[src/rtl/pipeline_hazard_ctrl.sv]
// Central stall/flush controller for the 5-stage pipeline: stall merge, divider busy counter,
// exception/ERET and branch flush sequencing. Optional perf counters under PIPE_HAZARD_PERF_EN.
module pipeline_hazard_ctrl #(
    parameter int unsigned DIV_CYCLES = 32,
    parameter int unsigned PC_W       = 32
) (
    input  logic            clk,
    input  logic            rst,
    input  logic            stallreq_if,
    input  logic            stallreq_id,
    input  logic            stallreq_mem,
    input  logic            div_start,
    input  logic            br_flush,
    input  logic [PC_W-1:0] br_target,
    input  logic            exc_req,
    input  logic [PC_W-1:0] exc_vec,
    input  logic            eret_req,
    input  logic [PC_W-1:0] epc,
    output logic [4:0]      stall,
    output logic [4:0]      flush,
    output logic            redirect_valid,
    output logic [PC_W-1:0] redirect_pc,
    output logic            div_busy,
    output logic            div_ready,
    output logic            br_ack,
    output logic            exc_ack,
    output logic [31:0]     perf_stall_cnt,
    output logic [31:0]     perf_flush_cnt
);

    typedef enum logic [1:0] {S_IDLE, S_WAIT_MEM, S_FLUSH} state_t;

    localparam logic [5:0] DIV_LOAD = 6'(DIV_CYCLES - 1);

    state_t          r_state, w_state_nxt;
    logic [5:0]      r_div_cnt;
    logic            r_div_busy, r_div_ready;
    logic [PC_W-1:0] r_exc_pc;
    logic [4:0]      w_stall_raw, w_stall_pre;
    logic            w_exc_any;

    assign w_exc_any = exc_req | eret_req;

    // Highest requesting stage wins; everything upstream of it is held too.
    always_comb begin
        w_stall_raw = '0;
        if (stallreq_mem)     w_stall_raw = 5'b01111;
        else if (r_div_busy)  w_stall_raw = 5'b00111;
        else if (stallreq_id) w_stall_raw = 5'b00011;
        else if (stallreq_if) w_stall_raw = 5'b00001;
    end

    always_comb begin
        w_state_nxt    = r_state;
        w_stall_pre    = w_stall_raw;
        flush          = '0;
        redirect_valid = 1'b0;
        redirect_pc    = '0;
        br_ack         = 1'b0;
        exc_ack        = 1'b0;
        case (r_state)
            S_IDLE: begin
                if (w_exc_any) begin
                    w_state_nxt = stallreq_mem ? S_WAIT_MEM : S_FLUSH;
                end else if (br_flush && !w_stall_raw[2]) begin
                    flush          = 5'b00011;
                    redirect_valid = 1'b1;
                    redirect_pc    = br_target;
                    br_ack         = 1'b1;
                end
            end
            S_WAIT_MEM: begin
                w_stall_pre = 5'b01111;
                if (!stallreq_mem) w_state_nxt = S_FLUSH;
            end
            S_FLUSH: begin
                w_stall_pre    = '0;
                flush          = 5'b01111;
                redirect_valid = 1'b1;
                redirect_pc    = r_exc_pc;
                exc_ack        = 1'b1;
                w_state_nxt    = S_IDLE;
            end
            default: w_state_nxt = S_IDLE;
        endcase
        stall = w_stall_pre & ~flush;
    end

    always_ff @(posedge clk) begin
        if (rst) begin
            r_state  <= S_IDLE;
            r_exc_pc <= '0;
        end else begin
            r_state <= w_state_nxt;
            if (r_state == S_IDLE && w_exc_any)
                r_exc_pc <= exc_req ? exc_vec : epc;
        end
    end

    // The FLUSH cycle clears EX, which kills any divide in flight.
    always_ff @(posedge clk) begin
        if (rst || r_state == S_FLUSH) begin
            r_div_cnt   <= '0;
            r_div_busy  <= 1'b0;
            r_div_ready <= 1'b0;
        end else begin
            r_div_ready <= 1'b0;
            if (r_div_busy) begin
                if (r_div_cnt == '0) begin
                    r_div_busy  <= 1'b0;
                    r_div_ready <= 1'b1;
                end else begin
                    r_div_cnt <= r_div_cnt - 6'd1;
                end
            end else if (div_start) begin
                r_div_cnt  <= DIV_LOAD;
                r_div_busy <= 1'b1;
            end
        end
    end

    assign div_busy  = r_div_busy;
    assign div_ready = r_div_ready;

`ifdef PIPE_HAZARD_PERF_EN
    logic [31:0] r_perf_stall, r_perf_flush;

    always_ff @(posedge clk) begin
        if (rst) begin
            r_perf_stall <= '0;
            r_perf_flush <= '0;
        end else begin
            if (stall[0])         r_perf_stall <= r_perf_stall + 32'd1;
            if (br_ack || exc_ack) r_perf_flush <= r_perf_flush + 32'd1;
        end
    end

    assign perf_stall_cnt = r_perf_stall;
    assign perf_flush_cnt = r_perf_flush;
`else
    assign perf_stall_cnt = '0;
    assign perf_flush_cnt = '0;
`endif

endmodule

[config.mk]
export PLATFORM = sky130hd
export DESIGN_NAME = pipeline_hazard_ctrl
export DESIGN_NICKNAME = d
export VERILOG_FILES = /design/src/rtl/pipeline_hazard_ctrl.sv
export SDC_FILE = /design/constraint.sdc
export NUM_CORES = 1
export LEC_CHECK = 0
export ABC_AREA = 1
export ABC_CLOCK_PERIOD_IN_PS = 3840
export CAP_MARGIN = 20
export CORE_MARGIN = 8
export CORE_UTILIZATION = 38
export DETAILED_ROUTE_END_ITERATION = 8
export GPL_TIMING_DRIVEN = 0
export PLACE_DENSITY_LB_ADDON = 0.12
export SLEW_MARGIN = 20
export SYNTH_ARGS = -nofsm -noshare
export SYNTH_HDL_FRONTEND = slang
export SYNTH_SLANG_ARGS = --single-unit
[constraint.sdc]
create_clock -name clk -period 3.84 [get_ports clk]
set_clock_uncertainty 0.15 [all_clocks]
set_input_delay 1.152 -clock clk [delete_from_list [all_inputs] [get_ports clk]]
set_output_delay 1.152 -clock clk [all_outputs]
set_load 0.05 [all_outputs]
==> After elaboration in Yosys (flattened, before gate mapping) <==
Cells that the tools add are included.
{ "totals": {"ff_bits": 42, "latch_bits": 0, "mem_bits_rw": 0, "rom_bits": 0, "inputBits": 105, "wordCells": 53, "n_memories": 0} }
{ "classes": {"add_sub_neg": 1, "mul": 0, "div": 0, "order_cmp": 0, "eq_ne": 5, "shift": 0, "n_mux": 28, "n_bitwise": 4, "reduce_logical": 10} }
{ "ops": {"columns": ["cell", "count"], "rows": [
  ["$mux W32", 3],
  ["$pmux W32 S2", 1],
  ["$mux W6", 3],
  ["$mux W2", 6],
  ["$pmux W5 S2", 1],
  ["$mux W1", 9],
  ["$pmux W4 S2", 1],
  ["$logic_not A6 Y1", 1],
  ["$ne A2 B2 Y1 const B", 3],
  ["$sub A6 B1 Y6 const B", 1],
  ["$and A5 B5 Y5", 1],
  ["$not A5 Y5", 1],
  ["$mux W4", 1],
  ["$pmux W2 S2", 1],
  ["$reduce_and A2 Y1", 2],
  ["$mux W3", 1],
  ["$eq A2 B1 Y1 const B", 1],
  ["$eq A2 B2 Y1 const B", 1],
  ["$logic_and A1 B1 Y1", 2],
  ["$logic_not A2 Y1", 1],
  ["$pmux W1 S2", 1],
  ["$reduce_bool A2 Y1", 1],
  ["$reduce_or A2 Y1", 1],
  ["$logic_not A1 Y1", 1],
  ["3 further kinds", 3]
]} }

==> Depth between registers and ports, before layout <==
Gate-level depths: netlist (run 1).
{ "logic_depth": {"word_depth": 11, "ltp_mapped": 9, "ltp_nobuf": 9} }

==> Worst setup path before layout (run 1) <==
OpenSTA, ideal clock, no wires.
{ "synth_path": {"path_kind": "in2out", "from": "input eret_req", "to": "output stall[0]", "arrival_time_ps": 2167, "path_slack_ps": 371, "cell_stages": 4, "path_buffers": 0, "path_cell_list": "nor2_2 > nand4_2 > nand3_1 > a21oi_1"} }
{ "synth_between": {"elab_chain_cells": 5} }
{ "synth_lines": {"columns": ["element", "line_no", "text"], "rows": [
  ["start, declared", "17", "input logic eret_req,"],
  ["$or A1 B1 Y1", "42", "assign w_exc_any = exc_req | eret_req;"],
  ["$mux W2", "63", "if (w_exc_any) begin"],
  ["$pmux W4 S2", "61", "case (r_state)"],
  ["$not A5 Y5", "86", "stall = w_stall_pre & ~flush;"],
  ["$and A5 B5 Y5", "86", null],
  ["end, declared", "19", "output logic [4:0] stall,"]
]} }
No other way between the ends.

==> Worst setup path in the final report (run 1) <==
{ "layout_path": {"from": "input stallreq_mem", "to": "output stall[3]"} }
{ "layout_between": {"elab_chain_cells": 3} }
{ "layout_lines": {"columns": ["element", "line_no", "text"], "rows": [
  ["start, declared", "11", "input logic stallreq_mem,"],
  ["$mux W4", "47", "if (stallreq_mem) w_stall_raw = 5'b01111;"],
  ["$pmux W5 S2", "61", null],
  ["$and A5 B5 Y5", "86", null]
]} }
No other way between the ends.

==> summary.txt, run 1 <==
Floorplan
  • Die area: 0.01098 sq mm
  • Number of I/O pins: 216
  • Die width: 104.8 um
  • Initial Util: 0.3895
  • FP Rows: 32
  • DIE HEIGHT: 104.8 um
  • Core Region: 0.007687 sq mm

Timing
  • Slew HR: 0.6185
  • Slew Viols, Final: 0
  • Final Cycle Share: 0.9784
  • Post-layout min period: 3.757 ns
  • Setup ws final: 0.08304 ns
  • Max Fclk: 0.2662 GHz
  • RSZ-0062 raised after global routing: no
  • Final setup vio count: 0
  • Measured slew at the worst slew-check pin: 0.5723 ns
  • Final Hold Vio Count: 0

Logic synthesis
  • Mapped Area: 0.002994 sq mm
  • Count of cell types in the netlist: 25
  • Synth Instances: 420
  • Syn_area_per_cell: 7.129 sq um
  • Seq/Total Area, Yosys: 0.2808
  • Yosys reg bits: 42
  • EDFF count, synth: 0
  • Post-synth top flop: dfxtp_1
  • Async set-or-reset flop fraction in the synthesized netlist: 0
  • Yosys warning total: 0

Pwr
  • Leak Pwr: 2.463 nW
  • Clock power share: 0.170
  • Peak VDD IR: 0.0001376 V
  • Psw: 0.6591 mW
  • Sw frac: 0.4213
  • Comb power frac: 0.495
  • PwrDens: 318.3 mW/mm^2
  • Pint: 0.9054 mW
  • Reg power frac: 0.335

Layout
  • Antenna cells: 0
  • Post-Route Utilization: 0.6393
  • Post-layout net count: 753
  • Filler cells: 742
  • Layout cells sized above 1: 0.2348
  • Area growth, synth to finish: 64.15%

Critical path
  • Peak fanout along the critical path: 5
  • Nature of the critical path endpoint: output pin
  • Critical path arrival: 2.45 ns
  • Crit start category: primary input
  • CP required: 2.54 ns
  • WS Path Type: in -> out

Placement
  • Hpwl dp: 9.040 mm
  • IO buf count: 149
  • GP Congestion: 0.8380
  • Worst slack, placed: -0.6841 ns

Route
  • DRT Pass-1 Iters: 4
  • Routed len/inst: 14.59 um
  • DRC Markers: 0
  • Vias per cell: 4.456
  • Iter 0 DRT Violations: 75
  • Post-detailed-route count of antenna-violating nets: 0
  • Via count: 3320
  • Final WL: 10.87 mm

GRT
  • Largest net degree at the start of global routing: 13
  • Tot GR Track Use: 0.1869
  • Vias in the first global route: 3379
  • Overflow after GRT: 0
  • Global-route wire length before repair: 17.01 mm
  • Initial antenna violation count: 0

Clocking
  • Clk slew on worst S/H paths: 0.08 ns
  • Clk Latency, worst-skew pair: 0.28 ns
  • Clock sinks: 42
  • H-tree levels: 2
  • Root Driver: clkbuf_8
  • CTS tree: done
  • Clock buffer depth: 2
  • TritonCTS Buffers: 5

Job
  • Max_cap viols: 0

Status
  • Status: complete, no violations

Min path
  • HP Class: reg -> reg
==> sequential cells by signal (all words and copies together), names as in the netlist <==
name,count
div_busy,1
div_ready,1
r_div_cnt,6
r_exc_pc,32
r_state,2
==> cell families after synthesis <==
kind of cell / count (synthesis) / synth area share
AO/OA/AOI/OAI: 142 / 0.2783
adder cells (fa/ha/maj): 5 / 0.02089
buffers and inverters: 147 / 0.2963
flip-flops: 42 / 0.2808
other: 1 / 0.001252
AND/OR/NAND/NOR: 83 / 0.1224
==> worst max-delay path, cell delays in order <==
cell             delay [ns]
dlygate4sd2_1          0.30
nor2_1                 0.09
nor2_1                 0.10
clkdlybuf4s50_1        0.81
==> area by class of cell <==
| type | instances | area, sq um | area share |
|---|---|---|---|
| Clock inverter | 2 | 10.01 | 0.002037 |
| Inverter | 52 | 200.2 | 0.04073 |
| Multi-Input combinational cell | 296 | 1519 | 0.3091 |
| Buffer | 95 | 693.2 | 0.1410 |
| Timing Repair Buffer | 151 | 1455 | 0.2961 |
| Tap cell | 102 | 127.6 | 0.02597 |
| Clock buffer | 5 | 68.82 | 0.01400 |
| Sequential cell | 42 | 840.8 | 0.1711 |
==> cells in the final DEF (no fill, tap or decap), types with 2 or more instances in the layout <==
cell             count
clkdlybuf4s15_2      6
nand4_1              2
a22o_1              32
buf_2               13
nand2_1             24
clkbuf_8             5
nor2_1              39
conb_1              66
a21oi_1             74
inv_2                5
clkinv_2             2
inv_1               46
dfxtp_1             42
clkdlybuf4s50_1    107
dlygate4sd2_1        3
nor2_2               6
clkbuf_1             6
ha_1                 5
buf_6                8
nand3_1              7
buf_4               99
o21ai_1              4
o21ai_0             31
==> synth_stat cells, drive strengths merged, types with 3 or more instances <==
cell type  count  share of area
buf           89           0.22
a21oi         74           0.12
inv           52          0.066
nor2          45          0.061
dfxtp         42           0.28
o21ai         35          0.059
a22o          32          0.094
nand2         26          0.036
nand3          7          0.012
clkbuf         6         0.0075
ha             5          0.021
nand4          3         0.0084
==> worst paths after layout <==
path / start / endpoint / slack (ns) / depth (start not counted)
hold reg to reg: r_div_cnt[1]$_SDFFE_PP0P_ / r_div_cnt[1]$_SDFFE_PP0P_ / 0.32 / 2
hold / removal: r_div_cnt[1]$_SDFFE_PP0P_ / r_div_cnt[1]$_SDFFE_PP0P_ / 0.32 / 2
setup / recovery: stallreq_mem / stall[3] / 0.08 / 4
setup reg to reg: r_state[0]$_SDFFE_PP0P_ / r_exc_pc[5]$_SDFFE_PP0P_ / 2.18 / 8
==> metrics by stage <==
stage,power (mW),TNS (ns),std cells,hold WS [ns],cell area (sq um)
2_1_floorplan,1.064,0,485,0.2972,3238
3_3_place_gp,1.297,-22.90,736,0.3102,4857
3_5_place_dp,1.310,-23.21,736,0.3104,4857
4_1_cts,1.567,0,743,0.3236,4870
5_1_grt,1.658,0,745,0.3693,4915
6_report,1.564,0,745,0.3206,4915
==> what timing repair did <==
| action | CTS | global route |
|---|---|---|
| gates cloned | 0 | 1 |
| setup endpoints to repair | 40 | 37 |
| pin swaps | 2 | 2 |
| gates resized for setup | 208 | 6 |
| hold buffers | 0 | 0 |
| setup buffers | 0 | 1 |
==> metal layers <==
layer,GRT usage,part of all wire,up-vias,routed length [um]
met5,0,0,-,0
met4,0.03364,0.0039,0,42
met3,0.07187,0.080,2,869
met2,0.3439,0.53,122,5722
met1,0.1986,0.39,1497,4233
li1,-,-,1699,-
==> power by group through the flow <==
stage | Clock (mW) | Sequential (mW) | Combinational [mW]
finish | 0.266 | 0.523 | 0.775
global route | 0.298 | 0.529 | 0.830
CTS | 0.275 | 0.523 | 0.769
detailed placement | 0 | 0.532 | 0.777
global placement | 0 | 0.531 | 0.766
floorplan | 0 | 0.526 | 0.538
Power figures use the tool's default switching activity.
==> inputs of run 2 (changes only) <==
--- a/constraint.sdc
+++ b/constraint.sdc
@@ -3,3 +3,3 @@
 set_input_delay 1.152 -clock clk [delete_from_list [all_inputs] [get_ports clk]]
 set_output_delay 1.152 -clock clk [all_outputs]
-set_load 0.05 [all_outputs]
+set_load 0.02 [all_outputs]
==> run 2 against run 1 <==
Effect of this change:
- core utilization shrank 1.1 points
- fmax shrank 0.81%
- count of clock-buffer cells in the layout is the same
- largest cell class unchanged
- largest power group unchanged
- highest routed layer unchanged
==> summary.txt, run 2 (same netlist as run 1, synthesis figures left out) <==
Layout
  • Design area: 0.004827 sq mm (-1.8%)
  • Area growth, synth to finish: 61.22%
  • Register with the most flip-flops: r_exc_pc
  • Filler cells: 754 (+1.6%)
  • Max reg flops: 32 (unchanged)
  • Post-layout net count: 754 (+0.13%)
  • Most common cell after layout, fill and taps aside: clkdlybuf4s50_1
  • Layout cells sized above 1: 0.2267 (-0.008129)
  • Most frequent cells in the layout: clkdlybuf4s50_1 (108), buf_4 (75), a21oi_1 (74)
  • Biggest regs: r_exc_pc (32), r_div_cnt (6), r_state (2)
  • Antenna cells: 0 (unchanged)

Timing
  • Post-layout min period: 3.788 ns (+0.03055 ns)
  • Slew HR: 0.6117 (-0.006831)
  • Measured slew at the worst slew-check pin: 0.5825 ns (+0.01025 ns)
  • Final Cycle Share: 0.9863 (+0.007956)
  • Slew Viols, Final: 0 (unchanged)
  • Setup ws final: 0.05249 ns (-0.03055 ns)
  • Final Hold Vio Count: 0 (unchanged)
  • Final setup vio count: 0 (unchanged)
  • Final TNS setup: 0 ns (unchanged)
  • Max Fclk: 0.2640 GHz (-0.81%)

Clocking
  • # hold bufs at CTS: 0 (unchanged)
  • TritonCTS Buffers: 5 (unchanged)
  • H-tree levels: 2 (unchanged)
  • Clk slew on worst S/H paths: 0.08 ns (about the same)
  • CTS tree: done
  • Clock sinks: 42 (unchanged)
  • Clk Latency, worst-skew pair: 0.28 ns (about the same)
  • Root Driver: clkbuf_8
  • Clock buffer depth: 2 (unchanged)

Pwr
  • Peak VDD IR: 0.0001362 V (-1.0%)
  • Reg power frac: 0.378 (+0.043)
  • PwrDens: 287.3 mW/mm^2 (-9.7%)
  • Psw: 0.4939 mW (-25%)
  • Clock power share: 0.192 (+0.022)
  • Tot Pwr: 1.387 mW (-11%)
  • Leak Pwr: 2.468 nW (+0.21%)
  • Sw frac: 0.3561 (-0.06516)
  • Pint: 0.8930 mW (-1.4%)
  • Comb power frac: 0.430 (-0.065)

Floorplan
  • Die width: 104.8 um (unchanged)
  • DIE HEIGHT: 104.8 um (unchanged)
  • Initial Util: 0.3895 (unchanged)
  • Number of I/O pins: 216 (unchanged)
  • Die area: 0.01098 sq mm (unchanged)
  • Core Region: 0.007687 sq mm (unchanged)
  • FP Rows: 32 (unchanged)

Status
  • Status: complete, no violations

GRT
  • Global-route wire length before repair: 17.17 mm (+0.93%)
  • Largest net degree at the start of global routing: 13 (unchanged)
  • Vias in the first global route: 3387 (+0.24%)
  • Overflow after GRT: 0 (unchanged)
  • Initial antenna violation count: 0 (unchanged)
  • Tot GR Track Use: 0.1892 (+0.002307)

Placement
  • Worst slack, placed: -0.4850 ns (+0.1991 ns)
  • Hpwl dp: 9.040 mm (unchanged)
  • GP Congestion: 0.8380 (unchanged)
  • IO buf count: 149 (unchanged)
  • Area after DPL: 0.004857 sq mm (unchanged)

Route
  • DRT Pass-1 Iters: 4 (unchanged)
  • Routed len/inst: 14.58 um (about the same)
  • DRC Markers: 0 (unchanged)
  • Via count: 3331 (+0.33%)
  • Iter 0 DRT Violations: 74 (-1.3%)
  • Post-detailed-route count of antenna-violating nets: 0 (unchanged)
  • Final WL: 10.88 mm (+0.11%)
  • Vias per cell: 4.465 (+0.20%)

Min path
  • HP Class: reg -> reg

Job
  • Max_cap viols: 0 (unchanged)

Critical path
  • Nature of the critical path endpoint: output pin
  • WS Path Type: in -> out
  • Crit start category: primary input
  • Peak fanout along the critical path: 10 (+5)
  • CP required: 2.54 ns (about the same)
  • Critical path arrival: 2.49 ns (+0.04 ns)
==> run 2: changes by cell type in the layout (fill, tap and decap cells not counted), moves of 3 or more <==
| cell | before | now |
|---|---|---|
| dlygate4sd2_1 | 3 | 8 |
| buf_2 | 13 | 39 |
| clkdlybuf4s15_2 | 6 | 0 |
| buf_6 | 8 | 5 |
| buf_4 | 99 | 75 |
==> run 2: path summary, 6_finish.rpt <==
path	start	to	slack, ns	depth (start not counted)
max	br_flush	redirect_pc[26]	0.05	7
min	r_div_cnt[1]$_SDFFE_PP0P_	r_div_cnt[1]$_SDFFE_PP0P_	0.32	2
max reg2reg	r_state[0]$_SDFFE_PP0P_	r_div_cnt[0]$_SDFFE_PP0P_	2.18	8
min reg2reg	r_div_cnt[1]$_SDFFE_PP0P_	r_div_cnt[1]$_SDFFE_PP0P_	0.32	2
==> run 2: metal layers <==
metal / track usage / vias up / wire length, um
met3: 0.07248 / 2 / 903
met1: 0.2018 / 1506 / 4244
met4: 0.03364 / 0 / 42
met2: 0.3475 / 121 / 5689
met5: 0 / - / 0
li1: - / 1702 / -
==> run 2: metrics by stage <==
stage | utilization | instances | hold WS (ns)
floorplan | - | 485 | 0.2972
global placement | 0.6318 | 736 | 0.3102
detailed placement | 0.6318 | 736 | 0.3104
CTS | 0.6271 | 746 | 0.3236
global route | 0.6279 | 746 | 0.3693
finish | 0.6279 | 746 | 0.3208
==> run 2: final cells by class <==
cell class | instances | area [sq um] | share of cell area
Clock inverter | 2 | 10.01 | 0.002074
Inverter | 52 | 197.7 | 0.04095
Multi-Input combinational cell | 296 | 1519 | 0.3147
Buffer | 95 | 696.9 | 0.1444
Clock buffer | 5 | 68.82 | 0.01426
Timing Repair Buffer | 152 | 1366 | 0.2830
Tap cell | 102 | 127.6 | 0.02644
Sequential cell | 42 | 840.8 | 0.1742
==> run 2: repair_timing <==
item,in CTS,in global routing
gates resized for setup,137,3
pin swaps,1,0
setup buffers,3,0
setup endpoints to repair,39,11
endpoints found under the hold margin,0,0
==> run 2: power groups by stage <==
| stage | clock network, mW | registers (mW) | logic (mW) |
|---|---|---|---|
| global placement | 0 | 0.531 | 0.601 |
| floorplan | 0 | 0.523 | 0.376 |
| CTS | 0.275 | 0.523 | 0.593 |
| global route | 0.298 | 0.529 | 0.653 |
| detailed placement | 0 | 0.532 | 0.612 |
| finish | 0.266 | 0.524 | 0.597 |
==> run 2: worst max-delay path, cell delays in order <==
cell and delay (ns):
clkdlybuf4s50_1 0.51, nand4_4 0.14, inv_4 0.12, buf_4 0.14
buf_8 0.13, a22o_1 0.13, buf_2 0.16
